--- src/rtl/ship_sprite_engine.sv ---
// Ship sprite renderer: on a new heading command, erases the previously drawn
// sprite and redraws it pixel by pixel through a VGA pixel-write port.
module ship_sprite_engine #(
    parameter int                               SPRITE_W   = 3,
    parameter int                               SPRITE_H   = 3,
    parameter logic [7:0]                       ORIGIN_X   = 8'd79,
    parameter logic [6:0]                       ORIGIN_Y   = 7'd60,
    parameter logic [2:0]                       FG_COLOUR  = 3'b111,
    parameter logic [2:0]                       BG_COLOUR  = 3'b000,
    parameter logic [SPRITE_W*SPRITE_H-1:0]     MASK_UP    = 9'b101_111_010,
    parameter logic [SPRITE_W*SPRITE_H-1:0]     MASK_DOWN  = 9'b010_111_101,
    parameter logic [SPRITE_W*SPRITE_H-1:0]     MASK_LEFT  = 9'b110_111_110,
    parameter logic [SPRITE_W*SPRITE_H-1:0]     MASK_RIGHT = 9'b011_111_011
) (
    input  logic       CLOCK_50,
    input  logic       reset,
    input  logic [3:0] key_press,
    output logic [7:0] x,
    output logic [6:0] y,
    output logic [2:0] colour,
    output logic       writeEn,
    output logic [1:0] direction,
    output logic       busy,
    output logic       done
);

    localparam int N  = SPRITE_W * SPRITE_H;
    localparam int PW = (N > 1) ? $clog2(N) : 1;
    localparam logic [PW-1:0] P_LAST   = PW'(N - 1);
    localparam logic [7:0]    COL_LAST = 8'(SPRITE_W - 1);

    typedef enum logic [1:0] {
        S_IDLE,
        S_ERASE,
        S_DRAW,
        S_DONE
    } state_t;

    state_t        state_q, state_d;
    logic [PW-1:0] p_q, p_d;
    logic [7:0]    col_q, col_d;
    logic [6:0]    row_q, row_d;
    logic [1:0]    pending_dir_q, pending_dir_d;
    logic [1:0]    direction_q, direction_d;
    logic          drawn_valid_q, drawn_valid_d;

    logic          key_valid;
    logic [1:0]    key_dir;

    // Mask table indexed by heading code (00 up, 01 down, 10 left, 11 right).
    logic [N-1:0]  mask_table [4];

    for (genvar gi = 0; gi < 4; gi++) begin : g_mask
        if (gi == 0) begin : g_up
            assign mask_table[gi] = MASK_UP;
        end else if (gi == 1) begin : g_down
            assign mask_table[gi] = MASK_DOWN;
        end else if (gi == 2) begin : g_left
            assign mask_table[gi] = MASK_LEFT;
        end else begin : g_right
            assign mask_table[gi] = MASK_RIGHT;
        end
    end

    always_comb begin
        key_valid = 1'b1;
        key_dir   = 2'b00;
        case (key_press)
            4'b0100: key_dir = 2'b00;
            4'b0011: key_dir = 2'b01;
            4'b0001: key_dir = 2'b10;
            4'b0010: key_dir = 2'b11;
            default: key_valid = 1'b0;
        endcase
    end

    always_ff @(posedge CLOCK_50) begin
        if (reset) begin
            state_q       <= S_IDLE;
            p_q           <= '0;
            col_q         <= '0;
            row_q         <= '0;
            pending_dir_q <= 2'b00;
            direction_q   <= 2'b00;
            drawn_valid_q <= 1'b0;
        end else begin
            state_q       <= state_d;
            p_q           <= p_d;
            col_q         <= col_d;
            row_q         <= row_d;
            pending_dir_q <= pending_dir_d;
            direction_q   <= direction_d;
            drawn_valid_q <= drawn_valid_d;
        end
    end

    always_comb begin
        state_d       = state_q;
        p_d           = p_q;
        col_d         = col_q;
        row_d         = row_q;
        pending_dir_d = pending_dir_q;
        direction_d   = direction_q;
        drawn_valid_d = drawn_valid_q;
        case (state_q)
            S_IDLE: begin
                if (key_valid && (!drawn_valid_q || key_dir != direction_q)) begin
                    pending_dir_d = key_dir;
                    p_d           = '0;
                    col_d         = '0;
                    row_d         = '0;
                    state_d       = drawn_valid_q ? S_ERASE : S_DRAW;
                end
            end
            S_ERASE, S_DRAW: begin
                if (p_q == P_LAST) begin
                    p_d     = '0;
                    col_d   = '0;
                    row_d   = '0;
                    state_d = (state_q == S_ERASE) ? S_DRAW : S_DONE;
                end else begin
                    // Column/row track p so no divider is needed for x/y.
                    p_d = p_q + PW'(1);
                    if (col_q == COL_LAST) begin
                        col_d = '0;
                        row_d = row_q + 7'd1;
                    end else begin
                        col_d = col_q + 8'd1;
                    end
                end
            end
            S_DONE: begin
                direction_d   = pending_dir_q;
                drawn_valid_d = 1'b1;
                state_d       = S_IDLE;
            end
            default: state_d = S_IDLE;
        endcase
    end

    always_comb begin
        x       = 8'd0;
        y       = 7'd0;
        colour  = 3'b000;
        writeEn = 1'b0;
        case (state_q)
            S_ERASE: begin
                x       = ORIGIN_X + col_q;
                y       = ORIGIN_Y + row_q;
                colour  = BG_COLOUR;
                writeEn = 1'b1;
            end
            S_DRAW: begin
                x       = ORIGIN_X + col_q;
                y       = ORIGIN_Y + row_q;
                colour  = FG_COLOUR;
                writeEn = mask_table[pending_dir_q][p_q];
            end
            default: ;
        endcase
    end

    assign direction = direction_q;
    assign busy      = (state_q != S_IDLE);
    assign done      = (state_q == S_DONE);

endmodule

--- config.mk ---
export PLATFORM = sky130hd
export DESIGN_NAME = ship_sprite_engine
export DESIGN_NICKNAME = d
export VERILOG_FILES = /design/src/rtl/ship_sprite_engine.sv
export SDC_FILE = /design/constraint.sdc
export NUM_CORES = 1
export LEC_CHECK = 0
export ABC_AREA = 1
export CORE_ASPECT_RATIO = 1.2
export CORE_MARGIN = 2
export CORE_UTILIZATION = 50
export CTS_CLUSTER_DIAMETER = 200
export CTS_CLUSTER_SIZE = 40
export DETAILED_ROUTE_END_ITERATION = 8
export PLACE_DENSITY = 0.77
export SLEW_MARGIN = 20
export SYNTH_ARGS = -nofsm -noshare
export SYNTH_HDL_FRONTEND = slang
export SYNTH_SLANG_ARGS = --single-unit
--- constraint.sdc ---
create_clock -name CLOCK_50 -period 1.9 [get_ports CLOCK_50]
set_clock_uncertainty 0.05 [all_clocks]
set_input_delay 0.38 -clock CLOCK_50 [delete_from_list [all_inputs] [get_ports CLOCK_50]]
set_output_delay 0.38 -clock CLOCK_50 [all_outputs]
set_load 0.02 [all_outputs]
==> flow_metrics.py, run 1 <==
metrics = {
    "detailed_routing": {
        "viasPerCell": 5.592,
        "drcViolationCount": 0,
        "drt-total-wl_mm": 7.642,
        "firstDrtPassIters": 4,
        "first_iter_violations": 162,
        "ant_nets": 0,
        "wl_per_cell_um": 16.51,
        "vias": 2589,
    },
    "placement": {
        "io_buffers": 28,
        "gp_congestion": 0.8615,
        "dp_slack_ns": -0.4963,
        "dp_hpwl_mm": 4.146,
        "place_area_mm2": 0.002919,
    },
    "clock_network": {
        "cts_inserted_buffers": 3,
        "cts_buffer_depth": 2,
        "cts_tree": "done",
        "cts_root_buffer": "clkbuf_8",
        "clk_latency_ns": 0.27,
        "cts_sinks": 26,
        "clk_pin_slew_ns": 0.10,
        "holdBufCountCts": 0,
        "h-tree-depth": 1,
    },
    "timing": {
        "hold_viol": 0,
        "fin_ws_ns": -0.2576,
        "fin_tns_setup_ns": -0.3572,
        "rsz0062_at_grt": "yes",
        "fmax_ghz": 0.4635,
        "whs_ns": 0.4765,
        "max_slew_margin_pct": 76.53,
        "setup_viol": 5,
        "tightestPinTransition_ns": 0.3516,
        "min_period_ns": 2.158,
        "timing.final.crit_share_pct": 113.6,
        "report.final.slew_viol_count": 0,
    },
    "grt": {
        "grt_pass1_vias": 2374,
        "track_usage_pct": 27.32,
        "use_met2_pct": 54.04,
        "grt-ovfl-total": 0,
        "busiest_layer": "met2",
        "use_met3_pct": 2.216,
        "grt_max_degree": 20,
        "use_met1_pct": 31.02,
        "grt_pass1_wl_mm": 10.51,
        "grt_antenna_before_repair": 0,
    },
    "logic_synthesis": {
        "yosysSeqAreaShare_pct": 24.30,
        "ys_types": 34,
        "synth_top_area_share_pct": 24.30,
        "yosysTopAreaCell": "dfxtp_1",
        "synth-edff-count": 0,
        "avgSynthCellArea_um2": 6.888,
        "synthCells": 311,
        "yosysMostFrequentCell": "nand2_1",
        "yosys_warnings": 0,
        "syn_nets": 332,
        "synth-seq-cells": 26,
        "synth_area_leaders": "dfxtp_1, ha_1, nand2_1",
        "synth_ff_type": "dfxtp_1",
        "synth_common_cells": "nand2_1, inv_1, nand3_1, nor2_1, dfxtp_1",
        "syn_area_mm2": 0.002142,
        "async_flop_share_pct": 0,
    },
    "worst_setup_path": {
        "cp.required_ns": 1.47,
        "critPathArrivalTime_ns": 1.73,
        "critical_path_class": "reg -> out",
        "worstSetupStartpointType": "register",
        "end_kind": "output pin",
        "path_max_fanout": 2,
    },
    "finish": {
        "postLayoutCellArea_mm2": 0.003445,
        "drive_gt1_share_pct": 52.83,
        "syn_to_final_growth_pct": 60.81,
        "final_util_pct": 82.08,
        "n_antenna_cell": 0,
        "nets": 429,
    },
    "floorplanning": {
        "io_pins": 29,
        "dieWidth_um": 63.75,
        "dieHeight_um": 75.70,
        "rows": 26,
        "die_area_mm2": 0.004826,
        "initial_core_util_pct": 51.04,
        "core_area_mm2": 0.004197,
    },
    "power_and_ir_drop": {
        "ir_worst_vdd_v": 0.0006528,
        "cellPowerDensity_mw_per_mm2": 900.6,
        "p_leak_nw": 1.434,
    },
    "hold_path": {
        "hp-class": "reg -> reg",
    },
    "run_status": {
        "failed_checks": "setup timing",
        "run_status": "finished, violations left",
    },
    "job": {
        "drv_cap": 0,
    },
}
what timing repair did:
item,4_1_cts,5_1_grt
pin swaps,9,17
resized for setup,132,61
setup endpoints to repair,22,37
setup buffers,9,15
flip-flops by register name, summed over array words and instances (netlist names):
name / cells
col_q: 8
direction: 2
drawn_valid_q: 1
p_q: 4
pending_dir_q: 2
row_q: 7
state_q: 2
critical path: stages, from the launching register on:
cell and delay [ns]:
dfxtp_2 0.34, inv_2 0.05, ha_4 0.24, nor2_4 0.09, nor2_1 0.04, nor2_1 0.09, o21ai_1 0.08, nand3_1 0.09
o21ai_2 0.07, a21oi_2 0.17, nor2_4 0.06, buf_6 0.13
final timing paths:
check                                      start       endpoint  slack [ns]  cells after the start
worst max-delay path            pending_dir_q[1]        writeEn       -0.26                     11
worst min-delay path               drawn_valid_q  drawn_valid_q        0.48                      2
worst max register to register          col_q[2]       row_q[6]        0.01                     10
worst min register to register     drawn_valid_q  drawn_valid_q        0.48                      2
cell families (layout without fill, tap and decap cells):
| logic type | Yosys count | count (layout) | share of synthesized area [%] |
|---|---|---|---|
| adders and majority gates | 15 | 15 | 8.762 |
| xor gates and xnor gates | 4 | 4 | 1.636 |
| DFF | 26 | 26 | 24.30 |
| buffers and inverters | 57 | 153 | 12.56 |
| and+or+nand+nor | 160 | 160 | 38.14 |
| AOI/OAI and AO/OA | 49 | 49 | 14.60 |
routing by layer:
layer	wire length, um	vias up
met5	0	-
li1	-	1213
met1	2833	1212
met3	454	36
met2	4082	128
met4	272	0
cell usage in the layout, fill, tap and decap left out, types with 3 or more instances in the layout:
| master | n |
|---|---|
| clkbuf_8 | 4 |
| ha_2 | 3 |
| nor3_4 | 4 |
| clkbuf_2 | 3 |
| ha_4 | 3 |
| nor2_2 | 4 |
| buf_12 | 4 |
| inv_1 | 28 |
| nand3_4 | 3 |
| o21ai_1 | 4 |
| ha_1 | 9 |
| nor4_2 | 4 |
| a21oi_1 | 12 |
| nand2_1 | 41 |
| o21ai_0 | 7 |
| dfxtp_2 | 9 |
| nand4_1 | 3 |
| clkdlybuf4s50_1 | 7 |
| buf_4 | 69 |
| nand3_2 | 6 |
| xor2_1 | 3 |
| nor2_4 | 12 |
| nor3_1 | 4 |
| dfxtp_1 | 16 |
| buf_6 | 18 |
| nand2_2 | 17 |
| a21oi_2 | 17 |
| inv_2 | 10 |
| nor2_1 | 20 |
| nand3_1 | 31 |
power breakdown:
group          switching, mW  internal, mW
clock network          0.191         0.186
logic                   1.09         0.986
registers             0.0514         0.597
metrics by stage:
stage,std cells,power (mW)
5_1_grt,463,3.249
2_1_floorplan,311,1.588
3_3_place_gp,437,2.106
4_1_cts,450,2.744
3_5_place_dp,437,2.146
6_report,463,3.102
cell type report:
cell class / instances / area [um^2]
fillers: 252 / 752.0
repair buffers: 107 / 943.4
well taps: 56 / 70.07
inverters: 42 / 171.4
flip-flops and latches: 26 / 535.5
clock buffers: 4 / 55.05
multi-input cells: 228 / 1669
(Power assumes the default switching activity.)
==> run 2: changes to the inputs <==
--- a/config.mk
+++ b/config.mk
@@ -8,11 +8,11 @@
 export ABC_AREA = 1
 export CORE_ASPECT_RATIO = 1.2
 export CORE_MARGIN = 2
-export CORE_UTILIZATION = 50
+export CORE_UTILIZATION = 60
 export CTS_CLUSTER_DIAMETER = 200
 export CTS_CLUSTER_SIZE = 40
 export DETAILED_ROUTE_END_ITERATION = 8
-export PLACE_DENSITY = 0.77
+export PLACE_DENSITY = 0.86
 export SLEW_MARGIN = 20
 export SYNTH_ARGS = -nofsm -noshare
 export SYNTH_HDL_FRONTEND = slang
==> constraint.sdc (replaced) <==
create_clock -name CLOCK_50 -period 2.5 [get_ports CLOCK_50]
set_clock_uncertainty 0.05 [all_clocks]
set_input_delay 0.5 -clock CLOCK_50 [delete_from_list [all_inputs] [get_ports CLOCK_50]]
set_output_delay 0.5 -clock CLOCK_50 [all_outputs]
set_load 0.02 [all_outputs]
==> run 2 against run 1 <==
The run now ends clean. Die area is 16% lower. First-iteration DRC count is 21% lower. Combinational power is 59% lower. Final area is 28% lower. Worst hold slack worse by 0.031 ns. Routed wire length is 37% lower. Cell count is 19% lower. Non-clock buffer count is 69 lower. Largest cell class unchanged. Largest power group unchanged.
==> flow_metrics.py, run 2 (synthesis results as in run 1) <==
metrics = {
    "run_status": {
        "run_status": "complete, no violations",
    },
    "grt": {
        "track_usage_pct": 25.17,
        "grt_max_degree": 20,
        "grt_pass1_wl_mm": 8.376,
        "grt_antenna_before_repair": 0,
        "grt-ovfl-total": 0,
        "grt_pass1_vias": 1963,
    },
    "power_and_ir_drop": {
        "ir_worst_vdd_v": 0.0005818,
        "pwr-share-seq_pct": 30.5,
        "power_mw": 1.619,
        "p_leak_nw": 1.049,
        "internal-power_mw": 0.9007,
        "power_frac_comb_pct": 52.4,
        "cellPowerDensity_mw_per_mm2": 652.8,
        "power.share.clock_pct": 17.2,
        "switchingPower_mw": 0.7182,
        "swShare_pct": 44.37,
    },
    "clock_network": {
        "h-tree-depth": 1,
        "holdBufCountCts": 0,
        "clk_latency_ns": 0.28,
        "clk_pin_slew_ns": 0.10,
        "cts_sinks": 26,
        "cts_tree": "done",
        "cts_buffer_depth": 2,
        "cts_inserted_buffers": 3,
        "cts_root_buffer": "clkbuf_8",
    },
    "finish": {
        "layout_common_cells": "nand2_1, inv_1, nand3_1",
        "syn_to_final_growth_pct": 15.77,
        "regMostFlops": "col_q",
        "stdcell_count": 375,
        "nets": 360,
        "reg.largest.list": "col_q: 8 flops, row_q: 7 flops, p_q: 4 flops",
        "largest_reg_flops": 8,
        "drive_gt1_share_pct": 21.01,
        "postLayoutCellArea_mm2": 0.002480,
        "n_antenna_cell": 0,
        "layout_commonest_cell": "nand2_1",
    },
    "floorplanning": {
        "io_pins": 29,
        "dieHeight_um": 69.46,
        "die_area_mm2": 0.004066,
        "dieWidth_um": 58.55,
        "initial_core_util_pct": 63.62,
        "rows": 23,
        "core_area_mm2": 0.003367,
    },
    "detailed_routing": {
        "viasPerCell": 5.536,
        "drt-total-wl_mm": 4.794,
        "drcViolationCount": 0,
        "wl_per_cell_um": 12.78,
        "ant_nets": 0,
        "first_iter_violations": 128,
        "vias": 2076,
        "firstDrtPassIters": 4,
    },
    "timing": {
        "fin_tns_setup_ns": 0,
        "hold_viol": 0,
        "timing.final.crit_share_pct": 96.52,
        "tightestPinTransition_ns": 0.4904,
        "max_slew_margin_pct": 67.23,
        "whs_ns": 0.4458,
        "setup_viol": 0,
        "rsz0062_at_grt": "yes",
        "min_period_ns": 2.413,
        "fmax_ghz": 0.4144,
        "report.final.slew_viol_count": 0,
    },
    "job": {
        "drv_cap": 0,
    },
    "worst_setup_path": {
        "end_kind": "output pin",
        "critPathArrivalTime_ns": 1.86,
        "cp.required_ns": 1.95,
        "worstSetupStartpointType": "register",
        "critical_path_class": "reg -> out",
        "path_max_fanout": 3,
    },
    "hold_path": {
        "hp-class": "reg -> reg",
    },
    "placement": {
        "place_area_mm2": 0.002425,
        "gp_congestion": 0.8774,
        "dp_hpwl_mm": 3.592,
        "io_buffers": 28,
        "dpl.cell_count": 370,
    },
}
## run 2: cell count changes in the layout (fill, tap and decap cells not counted), moves of 6 or more
cell     previous run  this run
ha_1                9        15
inv_1              28        36
nor2_4             12         2
nor4_1              1         7
dfxtp_2             9         1
buf_6              18         0
buf_4              69        11
nor2_1             20        30
dfxtp_1            16        25
## run 2: power groups by stage
stage          clock network [mW]  registers (mW)  logic [mW]
2_1_floorplan                   0           0.491       0.626
3_3_place_gp                    0           0.498       0.866
3_5_place_dp                    0           0.500       0.875
4_1_cts                     0.279           0.490       0.836
5_1_grt                     0.292           0.498       0.937
6_report                    0.278           0.493       0.848
## run 2: worst paths after layout
| kind | startpoint | end | slack, ns | cells past startpoint |
|---|---|---|---|---|
| setup / recovery | pending_dir_q[0] | writeEn | 0.09 | 11 |
| hold / removal | row_q[6] | row_q[6] | 0.45 | 2 |
| setup reg to reg | state_q[0] | row_q[5] | 0.38 | 10 |
| hold reg to reg | row_q[6] | row_q[6] | 0.45 | 2 |
## run 2: repair_timing
item / CTS / global route
pin swaps: 0 / 3
setup endpoints to repair: 14 / 9
resized for setup: 17 / 18
buffers inserted: 0 / 1
## run 2: stage by stage
stage	setup WS (ns)	util, %
final	0.08706	73.65
after global routing	-0.04094	73.65
after CTS	0.01193	73.24
after detailed placement	0.01120	72.02
after global placement	0.06597	72.02
after floorplan	0.02312	-
## run 2: critical path, stage by stage (launching register included)
cell and delay, ns:
dfxtp_2 0.35, inv_1 0.05, ha_1 0.29, nor2_2 0.12
buf_4 0.12, nor3_2 0.03, o21ai_1 0.08, nand3_1 0.09
o21ai_1 0.10, a21oi_1 0.08, nor2_1 0.12, buf_4 0.16
## run 2: final cells by class
type                       count  area, um^2
multi-input combinational    228        1360
fill                         283       887.1
inverter                      42       157.7
sequential                    26       521.8
tap                           37       46.29
timing repair buffer          38       339.1
clock buffer                   4       55.05
## run 2: per-layer routing
metal  wire length, um  share of wire [%]  track usage, %  vias up
li1                  -                  -               -     1082
met1              2165                 45           31.60      944
met2              2388                 50           44.32       45
met3               195                4.1           2.799        5
met4                44               0.92           6.718        0
met5                 0                  0               0        -
